<file path="src/rtl/control_types.sv">
// control_types: shared memory-op and load/store FSM types plus lane helpers
package control_types;
  typedef enum logic [2:0] {MEM_LB, MEM_LH, MEM_LW, MEM_LBU, MEM_LHU, MEM_SB, MEM_SH, MEM_SW} mem_op_t;
  typedef enum logic [1:0] {IDLE, REQ, RESP, DONE} mau_state_t;
  // 0 = byte, 1 = halfword, 2 = word
  function automatic logic [1:0] op_size(mem_op_t op);
    return (op == MEM_LB || op == MEM_LBU || op == MEM_SB) ? 2'd0 :
           (op == MEM_LH || op == MEM_LHU || op == MEM_SH) ? 2'd1 : 2'd2;
  endfunction
  function automatic logic misaligned(mem_op_t op, logic [1:0] off);
    return (op_size(op) == 2'd1 && off[0]) || (op_size(op) == 2'd2 && off != 2'd0);
  endfunction
  function automatic logic [3:0] lane_be(mem_op_t op, logic [1:0] off);
    return op_size(op) == 2'd0 ? 4'b0001 << off :
           op_size(op) == 2'd1 ? 4'b0011 << {off[1], 1'b0} : 4'b1111;
  endfunction
  function automatic logic [31:0] lane_wdata(mem_op_t op, logic [31:0] d);
    return op_size(op) == 2'd0 ? {4{d[7:0]}} : op_size(op) == 2'd1 ? {2{d[15:0]}} : d;
  endfunction
endpackage

</file>
<file path="src/rtl/mem_access_unit_load_align.sv">
// mem_load_align: lane extraction and sign/zero extension of a read word
module mem_load_align
  import control_types::*;
#(
  parameter int XLEN = 32
) (
  input  logic [XLEN-1:0] rdata,
  input  logic [1:0]      byte_off,
  input  mem_op_t         mem_op,
  output logic [XLEN-1:0] data
);
  logic [XLEN-1:0] sh;
  always_comb begin
    sh = rdata >> {byte_off, 3'b000};
    data = mem_op == MEM_LB  ? {{(XLEN-8){sh[7]}}, sh[7:0]} :
           mem_op == MEM_LBU ? {{(XLEN-8){1'b0}}, sh[7:0]} :
           mem_op == MEM_LH  ? {{(XLEN-16){sh[15]}}, sh[15:0]} :
           mem_op == MEM_LHU ? {{(XLEN-16){1'b0}}, sh[15:0]} : sh;
  end
endmodule

</file>
<file path="src/rtl/mem_access_unit.sv">
// mem_access_unit: MEM-stage load/store unit driving a req/gnt/rvalid data bus
module mem_access_unit
  import control_types::*;
#(
  parameter int XLEN = 32
) (
  input  logic            clk,
  input  logic            rst,
  input  logic            mem_do_read_ctrl,
  input  logic            mem_do_write_ctrl,
  input  mem_op_t         mem_op,
  input  logic [XLEN-1:0] addr,
  input  logic [XLEN-1:0] wdata,
  output logic            stall,
  output logic [XLEN-1:0] load_data,
  output logic            misaligned_fault,
  output logic            dmem_req,
  output logic            dmem_we,
  output logic [XLEN-1:0] dmem_addr,
  output logic [3:0]      dmem_be,
  output logic [XLEN-1:0] dmem_wdata,
  input  logic            dmem_gnt,
  input  logic            dmem_rvalid,
  input  logic [XLEN-1:0] dmem_rdata
);
  mau_state_t state, state_nxt;
  logic access, mis, go, r_we;
  logic [1:0] r_off;
  mem_op_t r_op;
  logic [XLEN-1:0] ext;
  mem_load_align #(.XLEN(XLEN)) u_align (
    .rdata(dmem_rdata),
    .byte_off(r_off),
    .mem_op(r_op),
    .data(ext)
  );
  always_comb begin
    access = mem_do_read_ctrl | mem_do_write_ctrl;
    mis = misaligned(mem_op, addr[1:0]);
    go = state == IDLE && access && !mis;
    misaligned_fault = state == IDLE && access && mis;
    stall = go || state == REQ || state == RESP;
    state_nxt = go ? REQ :
                state == REQ && dmem_gnt ? (r_we ? DONE : RESP) :
                state == RESP && dmem_rvalid ? DONE :
                state == DONE ? IDLE : state;
  end
  always_ff @(posedge clk or posedge rst) begin
    if (rst) begin
      state <= IDLE;
      r_we <= 1'b0;
      r_off <= 2'd0;
      r_op <= MEM_LB;
      dmem_addr <= '0;
      dmem_be <= 4'd0;
      dmem_wdata <= '0;
      load_data <= '0;
    end else begin
      state <= state_nxt;
      if (go) begin
        r_we <= mem_do_write_ctrl;
        r_off <= addr[1:0];
        r_op <= mem_op;
        dmem_addr <= {addr[XLEN-1:2], 2'b00};
        dmem_be <= lane_be(mem_op, addr[1:0]);
        dmem_wdata <= lane_wdata(mem_op, wdata);
      end
      if (state == RESP && dmem_rvalid) load_data <= ext;
    end
  end
  assign dmem_req = state == REQ;
  assign dmem_we = dmem_req & r_we;
endmodule

</file>
<file path="config.mk">
export PLATFORM = sky130hd
export DESIGN_NAME = mem_access_unit
export DESIGN_NICKNAME = d
export VERILOG_FILES = /design/src/rtl/control_types.sv /design/src/rtl/mem_access_unit_load_align.sv /design/src/rtl/mem_access_unit.sv
export SDC_FILE = /design/constraint.sdc
export NUM_CORES = 1
export LEC_CHECK = 0
export ABC_AREA = 1
export BUFFER_PORTS_ARGS = -buffer_cell sky130_fd_sc_hd__clkbuf_2
export CAP_MARGIN = 15
export CORE_ASPECT_RATIO = 1.2
export CORE_MARGIN = 3
export CORE_UTILIZATION = 51
export CTS_BUF_LIST = sky130_fd_sc_hd__clkbuf_4
export DETAILED_ROUTE_END_ITERATION = 8
export PLACE_DENSITY = 0.86
export SLEW_MARGIN = 20
export SYNTH_ARGS = -nofsm -noshare
export SYNTH_HDL_FRONTEND = slang
export SYNTH_SLANG_ARGS = --single-unit
</file>
<file path="constraint.sdc">
create_clock -name clk -period 6.3 [get_ports clk]
set_clock_uncertainty 0.1 [all_clocks]
set_input_delay 0.315 -clock clk [delete_from_list [all_inputs] [get_ports clk]]
set_output_delay 0.315 -clock clk [all_outputs]
set_load 0.01 [all_outputs]
</file>
==> results of run 1 <==
[power breakdown]
group          leakage (nW)  internal [mW]  switching [mW]
Combinational          2.69          0.607           0.966
Sequential             1.29           1.00           0.230
Clock                0.0661          0.120           0.229
Total                  4.05           1.73            1.42
[sequential cells by signal, summed over array words and instances (netlist names)]
name / count
r_we: 1
dmem_be: 4
dmem_wdata: 32
state: 2
load_data: 32
r_off: 2
dmem_addr: 30
r_op: 3
[final cells by class]
class	instances	area, um^2
multi-input cells	557	2402
clock buffers	9	67.56
flip-flops and latches	106	2653
inverters	32	123.9
well taps	126	157.7
repair buffers	245	1416
clock inverters	6	66.31
fillers	872	3273
[cell usage in the layout (no fill, tap or decap)]
cell type | Yosys | final
dlygate4sd3_1 | 0 | 37
a21oi_1 | 9 | 9
inv_2 | 3 | 2
a21boi_0 | 10 | 10
clkinv_1 | 2 | 3
clkinvlp_4 | 0 | 2
clkbuf_4 | 0 | 9
nand2_1 | 384 | 384
nand4_1 | 1 | 1
o21ai_0 | 8 | 8
inv_4 | 0 | 1
clkinv_2 | 0 | 1
nand3_2 | 2 | 2
nand2_2 | 2 | 2
bufinv_16 | 0 | 1
a21boi_1 | 7 | 7
nor2_1 | 13 | 13
buf_4 | 10 | 2
conb_1 | 1 | 2
inv_6 | 0 | 1
dfrtp_1 | 106 | 106
nand2_4 | 1 | 1
or2_2 | 24 | 24
clkinv_4 | 0 | 1
o211ai_1 | 7 | 7
nor3_1 | 2 | 2
a21oi_2 | 1 | 1
clkbuf_2 | 0 | 206
inv_1 | 27 | 26
nand3_1 | 84 | 84
[kinds of logic after synthesis]
group | count (synthesis) | share of synthesized area
AND/OR/NAND/NOR | 513 | 0.3919
other | 1 | 0.0006930
buffers and inverters | 75 | 0.06659
flip-flops | 106 | 0.4902
AO/OA/AOI/OAI | 42 | 0.05064
[routing by layer]
layer | wire length, um | up-vias
li1 | - | 2727
met1 | 6424 | 2590
met2 | 8303 | 294
met3 | 1756 | 21
met4 | 299 | 0
met5 | 0 | -
[worst max-delay path: stages, from the launching register on]
cell	delay (ns)
dfrtp_1	0.73
inv_1	0.55
nand3_1	0.23
nand2_1	0.10
a21oi_2	0.79
a21boi_0	0.23
[through the flow]
| step | power, mW | area (um^2) |
|---|---|---|
| 3_3_place_gp | 2.727 | 6381 |
| 4_1_cts | 3.139 | 6885 |
| 5_1_grt | 3.418 | 6887 |
| 3_5_place_dp | 2.774 | 6381 |
| 2_1_floorplan | 2.235 | 5415 |
| 6_report | 3.156 | 6887 |
[worst min path at each step]
stage | end | slack [ns] | depth (start not counted)
2_1_floorplan | dmem_addr[10] | 0.32 | 2
3_3_place_gp | dmem_addr[27] | 0.20 | 2
3_5_place_dp | dmem_addr[27] | 0.21 | 2
4_1_cts | dmem_wdata[6] | 0.003 | 3
5_1_grt | dmem_wdata[4] | 0.005 | 3
6_report | dmem_wdata[6] | 0.02 | 3
==> run summary, run 1 <==
Die H -> 118.8 um
Critical Path End -> load_data[13]
Largest net degree at the start of global routing -> 80
Ports -> 209
Status -> finished clean
Req. time, crit path -> 6.47 ns
Clk sinks -> 106
Worst slew margin -> 0.3371
Post-synth EDFFs -> 0
Nets -> 1056
GRT met2 Usage -> 0.4637
FF-to-FF End -> load_data[13]
Hold Startpoint -> wdata[6]
GPL Wtd Cong -> 0.8959
PnR worst setup slack -> 3.391 ns
Dpl hpwl -> 11250 um
Minimum clock period -> 2.909 ns
Post-cts resize count -> 0
Final cell count without fillers -> 1081
Final Util -> 0.6778
Via density -> 5.210
TritonCTS buffer count -> 9
Drt pass-1 iters -> 5
HP Class -> in2reg
Critical Path Start -> r_off[1]
Worst Path Max Fanout -> 31
Post-route DRC -> 0
Yosys warnings -> 0
Worst Max-Slew Pin Slew -> 0.9943 ns
Std-Cell Rows -> 40
Total track usage -> 0.2815
Core ar. -> 10160 um^2
R2R Setup Slk -> 3.39 ns
WP data arrival -> 3.08 ns
Routed WL -> 16780 um
H-tree depth -> 3
Setup TNS -> 0 ns
Post-synth top cells -> nand2_1 (384), dfrtp_1 (106), nand3_1 (84)
Total die area -> 11890 um^2
Kind of critical path -> reg2reg
Total congestion overflow -> 0
Setup Slack @ Placement -> 3.487 ns
Fmax -> 343.8 MHz
Leading post-synthesis cells by cell area -> dfrtp_1 (49%), nand2_1 (27%), nand3_1 (7.8%), or2_2 (2.8%), buf_2 (1.9%)
Clock Root Buffer -> clkbuf_4
Hold_buf cts -> 37
Mapped Cells -> 737
Final Cycle Share -> 0.4617
# port buffers -> 206
Final Hold Vio Count -> 0
Dpl cells -> 1029
Top cell type's share of synthesized area -> 0.4902
GR peak layer -> met2
Final ANT Viol Nets -> 0
Initial antenna violation count -> 0
P per Cell Area -> 458.3 nW/um^2
GR Util met1 -> 0.3629
Worst hold margin -> 0.02479 ns
Worst setup EP type -> flip-flop
Antenna diodes -> 0
Setup crit start kind -> flip-flop
Dominant synthesized flop cell -> dfrtp_1
TritonCTS clock tree -> done
Flops & latches, synth -> 106
Seq/Total Area, Yosys -> 0.4902
Clock buffer depth -> 2
Synth area leader -> dfrtp_1
Via count -> 5632
Post-CTS setup buffer count -> 0
Initial Utilization -> 0.5326
Fraction of layout cells with a size suffix above 1 -> 0.2681
Initial DRC Count -> 312
Clock transition at path regs -> 0.16 ns
Cell Area, Synth -> 5411 um^2
Final Max Slew Viols -> 0
Count of final setup violators -> 0
Clock latency on the worst-skew pair -> 0.44 ns
Static Leak -> 4.046 nW
Worst vdd ir -> 0.2495 mV
Die outline width -> 100.0 um
Max-cap violations -> 0
R2r startpoint -> r_off[1]
Avg Cell Area, Syn -> 7.343 um^2
RSZ-0062 raised after global routing -> false
Worst reg2reg path depth -> 5
Global Route met3 Usage -> 0.08084
DR WL/cell -> 15.53 um
Most common cell in the synthesized netlist -> nand2_1
Vias in the first global route -> 5413
Area growth, synth to finish -> 27.26%
First-pass GRT wire length -> 26820 um
Synth async-reset ratio -> 1.000
Synth cell types -> 25
(Power assumes the default switching activity.)
==> run 2, diff against run 1 <==
--- a/config.mk
+++ b/config.mk
@@ -5,15 +5,15 @@
 export SDC_FILE = /design/constraint.sdc
 export NUM_CORES = 1
 export LEC_CHECK = 0
-export ABC_AREA = 1
+export ABC_AREA = 0
 export BUFFER_PORTS_ARGS = -buffer_cell sky130_fd_sc_hd__clkbuf_2
 export CAP_MARGIN = 15
 export CORE_ASPECT_RATIO = 1.2
 export CORE_MARGIN = 3
-export CORE_UTILIZATION = 51
+export CORE_UTILIZATION = 46
 export CTS_BUF_LIST = sky130_fd_sc_hd__clkbuf_4
 export DETAILED_ROUTE_END_ITERATION = 8
-export PLACE_DENSITY = 0.86
+export PLACE_DENSITY = 0.81
 export SLEW_MARGIN = 20
 export SYNTH_ARGS = -nofsm -noshare
 export SYNTH_HDL_FRONTEND = slang
==> constraint.sdc (replaced) <==
create_clock -name clk -period 2.35 [get_ports clk]
set_clock_uncertainty 0.1 [all_clocks]
set_input_delay 0.1175 -clock clk [delete_from_list [all_inputs] [get_ports clk]]
set_output_delay 0.1175 -clock clk [all_outputs]
set_load 0.01 [all_outputs]
==> run 2 against run 1 <==
Sequential power grew to 2.8 times the previous value. Largest cell class is now multi-input combinational cells. Critical endpoint is now stall. Total power grew to 3.0 times the previous value. First-iteration DRC count is 8.3% higher. Synthesized area is 3.8% higher. Global-route usage is 2.6 points lower. Sequential share of layout area is 4.6 points lower.
==> run summary, run 2 <==
Status -> finished clean
Initial DRC Count -> 338
GPL Wtd Cong -> 0.8344
Kind of critical path -> in2out
CP cell instances -> dlygate4sd3_1, clkbuf_2, a21oi_1, o31a_4, or3_1, clkbuf_2
Seq/Total Area, Yosys -> 0.4724
Leading post-synthesis cells by cell area -> dfrtp_1 (47%), mux2_4 (16%), mux2i_1 (6.1%), mux2_2 (3.2%), buf_6 (2.0%)
Yosys warnings -> 0
Count of final setup violators -> 0
Die H -> 127.0 um
Clock transition at path regs -> 0.16 ns
HP Class -> in2reg
Commonest non-fill, non-tap cell in the layout -> clkbuf_2
First-pass GRT wire length -> 27430 um
Cell Area, Synth -> 5615 um^2
Total die area -> 13570 um^2
Initial Utilization -> 0.4788
H-tree depth -> 3
Total track usage -> 0.2555
Minimum clock period -> 2.152 ns
Setup crit start kind -> input port
Worst setup EP type -> primary output
Via density -> 5.407
PnR worst setup slack -> 0.1977 ns
Initial antenna violation count -> 0
Req. time, crit path -> 2.13 ns
Worst Max-Slew Pin Slew -> 1.018 ns
Synth cell types -> 47
Clock latency on the worst-skew pair -> 0.47 ns
Area of all sequential standard cells -> 2653 um^2
WP data arrival -> 1.93 ns
Antenna diodes -> 0
Drt pass-1 iters -> 5
Setup TNS -> 0 ns
Post-CTS setup buffer count -> 0
Final Hold Vio Count -> 0
CP most frequent cell -> clkbuf_2
DP Area -> 6814 um^2
Ports -> 209
Hold path depth -> 5
Mapped Cells -> 466
Worst slew margin -> 0.3180
Largest net degree at the start of global routing -> 107
Std-Cell Rows -> 43
Fraction of layout cells with a size suffix above 1 -> 0.4297
Clock Root Buffer -> clkbuf_4
Area growth, synth to finish -> 39.22%
Final instance area -> 7818 um^2
Most common cell in the synthesized netlist -> dfrtp_1
Top cell type's share of synthesized area -> 0.4724
Dpl hpwl -> 11130 um
Dominant synthesized flop cell -> dfrtp_1
Post-synth EDFFs -> 0
Max-cap violations -> 0
Worst Path Max Fanout -> 13
Avg Cell Area, Syn -> 12.05 um^2
Post-synth top cells -> dfrtp_1 (106), mux2_4 (61), mux2i_1 (34)
TritonCTS clock tree -> done
Static Leak -> 3.785 nW
# port buffers -> 206
Die outline width -> 106.9 um
Worst reg2reg path depth -> 4
Final Cycle Share -> 0.9159
Total congestion overflow -> 0
Nets -> 854
Post-route DRC -> 0
Commonest cells after routing, fill and taps aside -> clkbuf_2 (206), dfrtp_1 (106), dlygate4sd3_1 (85)
Worst vdd ir -> 0.6515 mV
Fmax -> 464.6 MHz
Dpl cells -> 810
Final ANT Viol Nets -> 0
Via count -> 4926
Setup Slack @ Placement -> 0.3044 ns
Synth async-reset ratio -> 1.000
Overall power -> 9.392 mW
TritonCTS buffer count -> 9
Clock buffer depth -> 2
RSZ-0062 raised after global routing -> false
Vias in the first global route -> 5320
P per Cell Area -> 1201 nW/um^2
Clk sinks -> 106
Highest cell delay on the worst timing path -> 0.53 ns
Area of the multi-input gates -> 2661 um^2
Worst path depth -> 6
Final cell count without fillers -> 911
CP max-delay cell -> dlygate4sd3_1
Routed WL -> 17230 um
Final Max Slew Viols -> 0
CP delay by family, top -> buffers and inverters
# fillers -> 865
Synth area leader -> dfrtp_1
Core ar. -> 11730 um^2
Flops & latches, synth -> 106
DR WL/cell -> 18.91 um
Top flop regs -> dmem_wdata: 32 flops, load_data: 32 flops, dmem_addr: 30 flops
Crit path buf inv count -> 3
## run 2: cell count changes after synthesis, moves of 10 or more
cell      before  now
mux2i_1        0   34
mux2_2         0   16
buf_2         21   11
nand3_1       84    0
nand2_1      384   19
or2_2         24    0
a21boi_0      10    0
nor2b_1        0   12
mux2_4         0   61
o22ai_1        0   17
mux2_1         0   10
nor2_1        13   26
## run 2: cell families (layout without fill, tap and decap cells)
logic type | after synthesis | count (layout) | synth area share
compound gates | 103 | 103 | 0.1248
xor+xnor | 4 | 4 | 0.007577
other cells | 1 | 2 | 0.0006678
mux | 121 | 121 | 0.2758
buf+inv | 58 | 345 | 0.05593
simple gates | 73 | 73 | 0.06284
flops | 106 | 106 | 0.4724
## run 2: cell type report
| class | instances | area share |
|---|---|---|
| timing repair buffer | 310 | 0.2670 |
| clock inverter | 7 | 0.009923 |
| inverter | 19 | 0.009603 |
| clock buffer | 9 | 0.008643 |
| multi-input combinational | 303 | 0.3404 |
| tap | 157 | 0.02513 |
| sequential | 106 | 0.3393 |
## run 2: tightest hold or removal path, delay by kind of cell
| family | cells | cell delay [ns] |
|---|---|---|
| and+or+nand+nor | 1 | 0.07 |
| AOI/OAI and AO/OA | 2 | 0.15 |
| buffers and inverters | 1 | 0.08 |
| muxes | 1 | 0.15 |
## run 2: per-layer routing
layer,vias up,GRT usage,part of all wire
met5,-,0,0
met4,0,0.1114,0.028
met3,42,0.05053,0.072
met2,259,0.4585,0.52
met1,2384,0.2944,0.38
li1,2241,-,-
## run 2: through the flow
stage | hold WS, ns | utilization
6_report | 0.02522 | 0.6665
3_5_place_dp | 0.2302 | 0.5810
3_3_place_gp | 0.2069 | 0.5810
5_1_grt | 0.04226 | 0.6665
2_1_floorplan | 0.1343 | -
4_1_cts | 0.006054 | 0.6659
## run 2: power breakdown
group | switching (mW) | internal [mW]
logic | 2.41 | 2.57
clock network | 0.650 | 0.334
registers | 0.694 | 2.73
total | 3.76 | 5.63
## run 2: what timing repair did
action                                 4_1_cts  5_1_grt
setup endpoints to repair                    0        1
gates resized for setup                      0        1
endpoints found under the hold margin      194        0
hold buffers                                85        0
## run 2: final timing paths
check                           slack (ns)             end          start
worst max-delay path                  0.20           stall        addr[1]
worst min-delay path                  0.03    load_data[9]  dmem_rdata[9]
worst max register to register        0.34   load_data[18]        r_op[0]
worst min register to register        0.41      dmem_be[0]     dmem_be[0]
max in group asynchronous             1.45  dmem_wdata[20]            rst
min in group asynchronous             0.24   dmem_addr[19]            rst
==> run 3, diff against run 2 <==
--- a/config.mk
+++ b/config.mk
@@ -10,10 +10,11 @@
 export CAP_MARGIN = 15
 export CORE_ASPECT_RATIO = 1.2
 export CORE_MARGIN = 3
-export CORE_UTILIZATION = 46
+export CORE_UTILIZATION = 51
 export CTS_BUF_LIST = sky130_fd_sc_hd__clkbuf_4
+export CTS_CLUSTER_SIZE = 12
 export DETAILED_ROUTE_END_ITERATION = 8
-export PLACE_DENSITY = 0.81
+export PLACE_DENSITY = 0.85
 export SLEW_MARGIN = 20
 export SYNTH_ARGS = -nofsm -noshare
 export SYNTH_HDL_FRONTEND = slang
==> constraint.sdc (replaced) <==
create_clock -name clk -period 2.6 [get_ports clk]
set_clock_uncertainty 0.1 [all_clocks]
set_input_delay 0.13 -clock clk [delete_from_list [all_inputs] [get_ports clk]]
set_output_delay 0.13 -clock clk [all_outputs]
set_load 0.01 [all_outputs]
==> run 3 against run 2 <==
Cell count decreased by 3.7%. First-iteration DRC count is 41% lower. Combinational power is 12% lower. Non-clock buffer count shrank 6. Wire length down 4.5%. Clock-buffer cell count unchanged. Hold slack barely moved. Via count fell by 1.3%. Die area shrank 9.3%. Core utilization rose by 5.8 points. Largest cell class unchanged. Largest power group unchanged.
==> run summary, run 3 (synthesis gave the netlist of run 2 again) <==
RSZ-0062 raised after global routing -> false
Total track usage -> 0.2718
TritonCTS buffer count -> 9
CP delay by family, top -> buffers and inverters
Worst slew margin -> 0.4966
Minimum clock period -> 2.488 ns
Via count -> 4864
Static Leak -> 3.763 nW
Core ar. -> 10620 um^2
Post-route DRC -> 0
Post-cts resize count -> 0
Ports -> 209
Total congestion overflow -> 0
# port buffers -> 206
Vias in the first global route -> 5108
Final Util -> 0.7249
Initial antenna violation count -> 0
Clock latency on the worst-skew pair -> 0.47 ns
Critical Path Start -> mem_op[2]
Commonest cells after routing, fill and taps aside -> clkbuf_2 (206), dfrtp_1 (106), dlygate4sd3_1 (81)
Die H -> 120.9 um
Top flop regs -> dmem_wdata: 32 flops, load_data: 32 flops, dmem_addr: 30 flops
Seq pwr share -> 0.366
R2r startpoint -> state[0]
Final Hold Vio Count -> 0
Total die area -> 12310 um^2
Final instance area -> 7697 um^2
CP cell instances -> dlygate4sd3_1, clkbuf_2, xor2_1, and2_1, o31a_2, or3_1, clkbuf_2
Final Cycle Share -> 0.9568
PnR worst setup slack -> 0.1123 ns
Final Max Slew Viols -> 0
Fraction of layout cells with a size suffix above 1 -> 0.4318
HP Class -> in2reg
Worst Max-Slew Pin Slew -> 0.7535 ns
Final cell count without fillers -> 877
GPL Wtd Cong -> 0.9010
H-tree depth -> 3
Commonest non-fill, non-tap cell in the layout -> clkbuf_2
Nets -> 848
P per Cell Area -> 1094 nW/um^2
Hold path depth -> 5
Setup crit start kind -> input port
Initial DRC Count -> 199
DP Area -> 6726 um^2
Worst hold margin -> 0.02566 ns
Worst Path Max Fanout -> 12
R2R Setup Slk -> 0.47 ns
Switching part of the total power -> 0.3930
Req. time, crit path -> 2.37 ns
Setup Slack @ Placement -> 0.5117 ns
WP data arrival -> 2.26 ns
Area growth, synth to finish -> 37.08%
TritonCTS clock tree -> done
Count of final setup violators -> 0
Dpl cells -> 780
Kind of critical path -> in2out
Status -> finished clean
CP most frequent cell -> clkbuf_2
Highest cell delay on the worst timing path -> 0.54 ns
Worst reg2reg path depth -> 4
First-pass GRT wire length -> 26030 um
Initial Utilization -> 0.5288
Hold Startpoint -> dmem_rdata[23]
Std-Cell Rows -> 41
Worst setup EP type -> primary output
Clock transition at path regs -> 0.14 ns
Die outline width -> 101.8 um
Dpl hpwl -> 10770 um
Drt pass-1 iters -> 4
Comb pwr share -> 0.523
Max-cap violations -> 0
Overall power -> 8.420 mW
Routed WL -> 16450 um
Antenna diodes -> 0
Clk sinks -> 106
Worst vdd ir -> 0.5663 mV
Largest net degree at the start of global routing -> 52
Hold Path End -> load_data[15]
Via density -> 5.546
Fmax -> 402.0 MHz
Crit path buf inv count -> 3
Setup TNS -> 0 ns
Internal power -> 5.111 mW
NetSw -> 3.309 mW
FF-to-FF End -> dmem_addr[3]
Power share of the clock group -> 0.111
DR WL/cell -> 18.75 um
Clock Root Buffer -> clkbuf_4
CP max-delay cell -> dlygate4sd3_1
Final ANT Viol Nets -> 0
Clock buffer depth -> 2
==> run 3: changes by cell type in the layout (fill, tap and decap cells not counted), moves of 2 or more <==
cell           change
dlygate4sd3_1      -4
buf_12             -3
clkinv_2           +3
clkinvlp_4         -2
==> run 3: worst reg2reg max path: stages, from the launching register on <==
cell	delay, ns
dfrtp_1	0.43
nor3_1	0.38
o31a_2	0.45
buf_4	0.33
mux2_4	0.35
==> run 3: worst max-delay path by stage <==
| stage | end | cells past startpoint |
|---|---|---|
| after floorplan | load_data[16] | 5 |
| after CTS | stall | 7 |
| after global routing | stall | 7 |
| after detailed placement | dmem_addr[24] | 4 |
| after global placement | dmem_addr[25] | 4 |
| final | stall | 7 |
==> run 3: final cells by class <==
| class | instances | area [um^2] |
|---|---|---|
| fillers | 693 | 2922 |
| multi-input cells | 303 | 2654 |
| flip-flops and latches | 106 | 2653 |
| repair buffers | 304 | 1994 |
| well taps | 129 | 161.4 |
| clock inverters | 7 | 92.59 |
| inverters | 19 | 75.07 |
| clock buffers | 9 | 67.56 |
==> run 3: timing repair <==
item,CTS,global route
hold endpoints to repair,116,0
buffers inserted,0,0
hold buffers,81,0
==> run 3: power groups by stage <==
stage                     registers, mW  clock network [mW]  logic [mW]
final                              3.08               0.938        4.40
after global placement             3.02                   0        4.13
after detailed placement           3.06                   0        4.27
after global routing               3.18                1.03        4.76
after CTS                          3.05               0.953        4.37
after floorplan                    3.29                   0        2.62
==> run 3: per-layer routing <==
metal,up-vias,share of wire,track usage
met1,2361,0.37,0.3132
met2,234,0.52,0.4730
met5,-,0,0
met4,0,0.034,0.1380
met3,42,0.072,0.05348
li1,2227,-,-
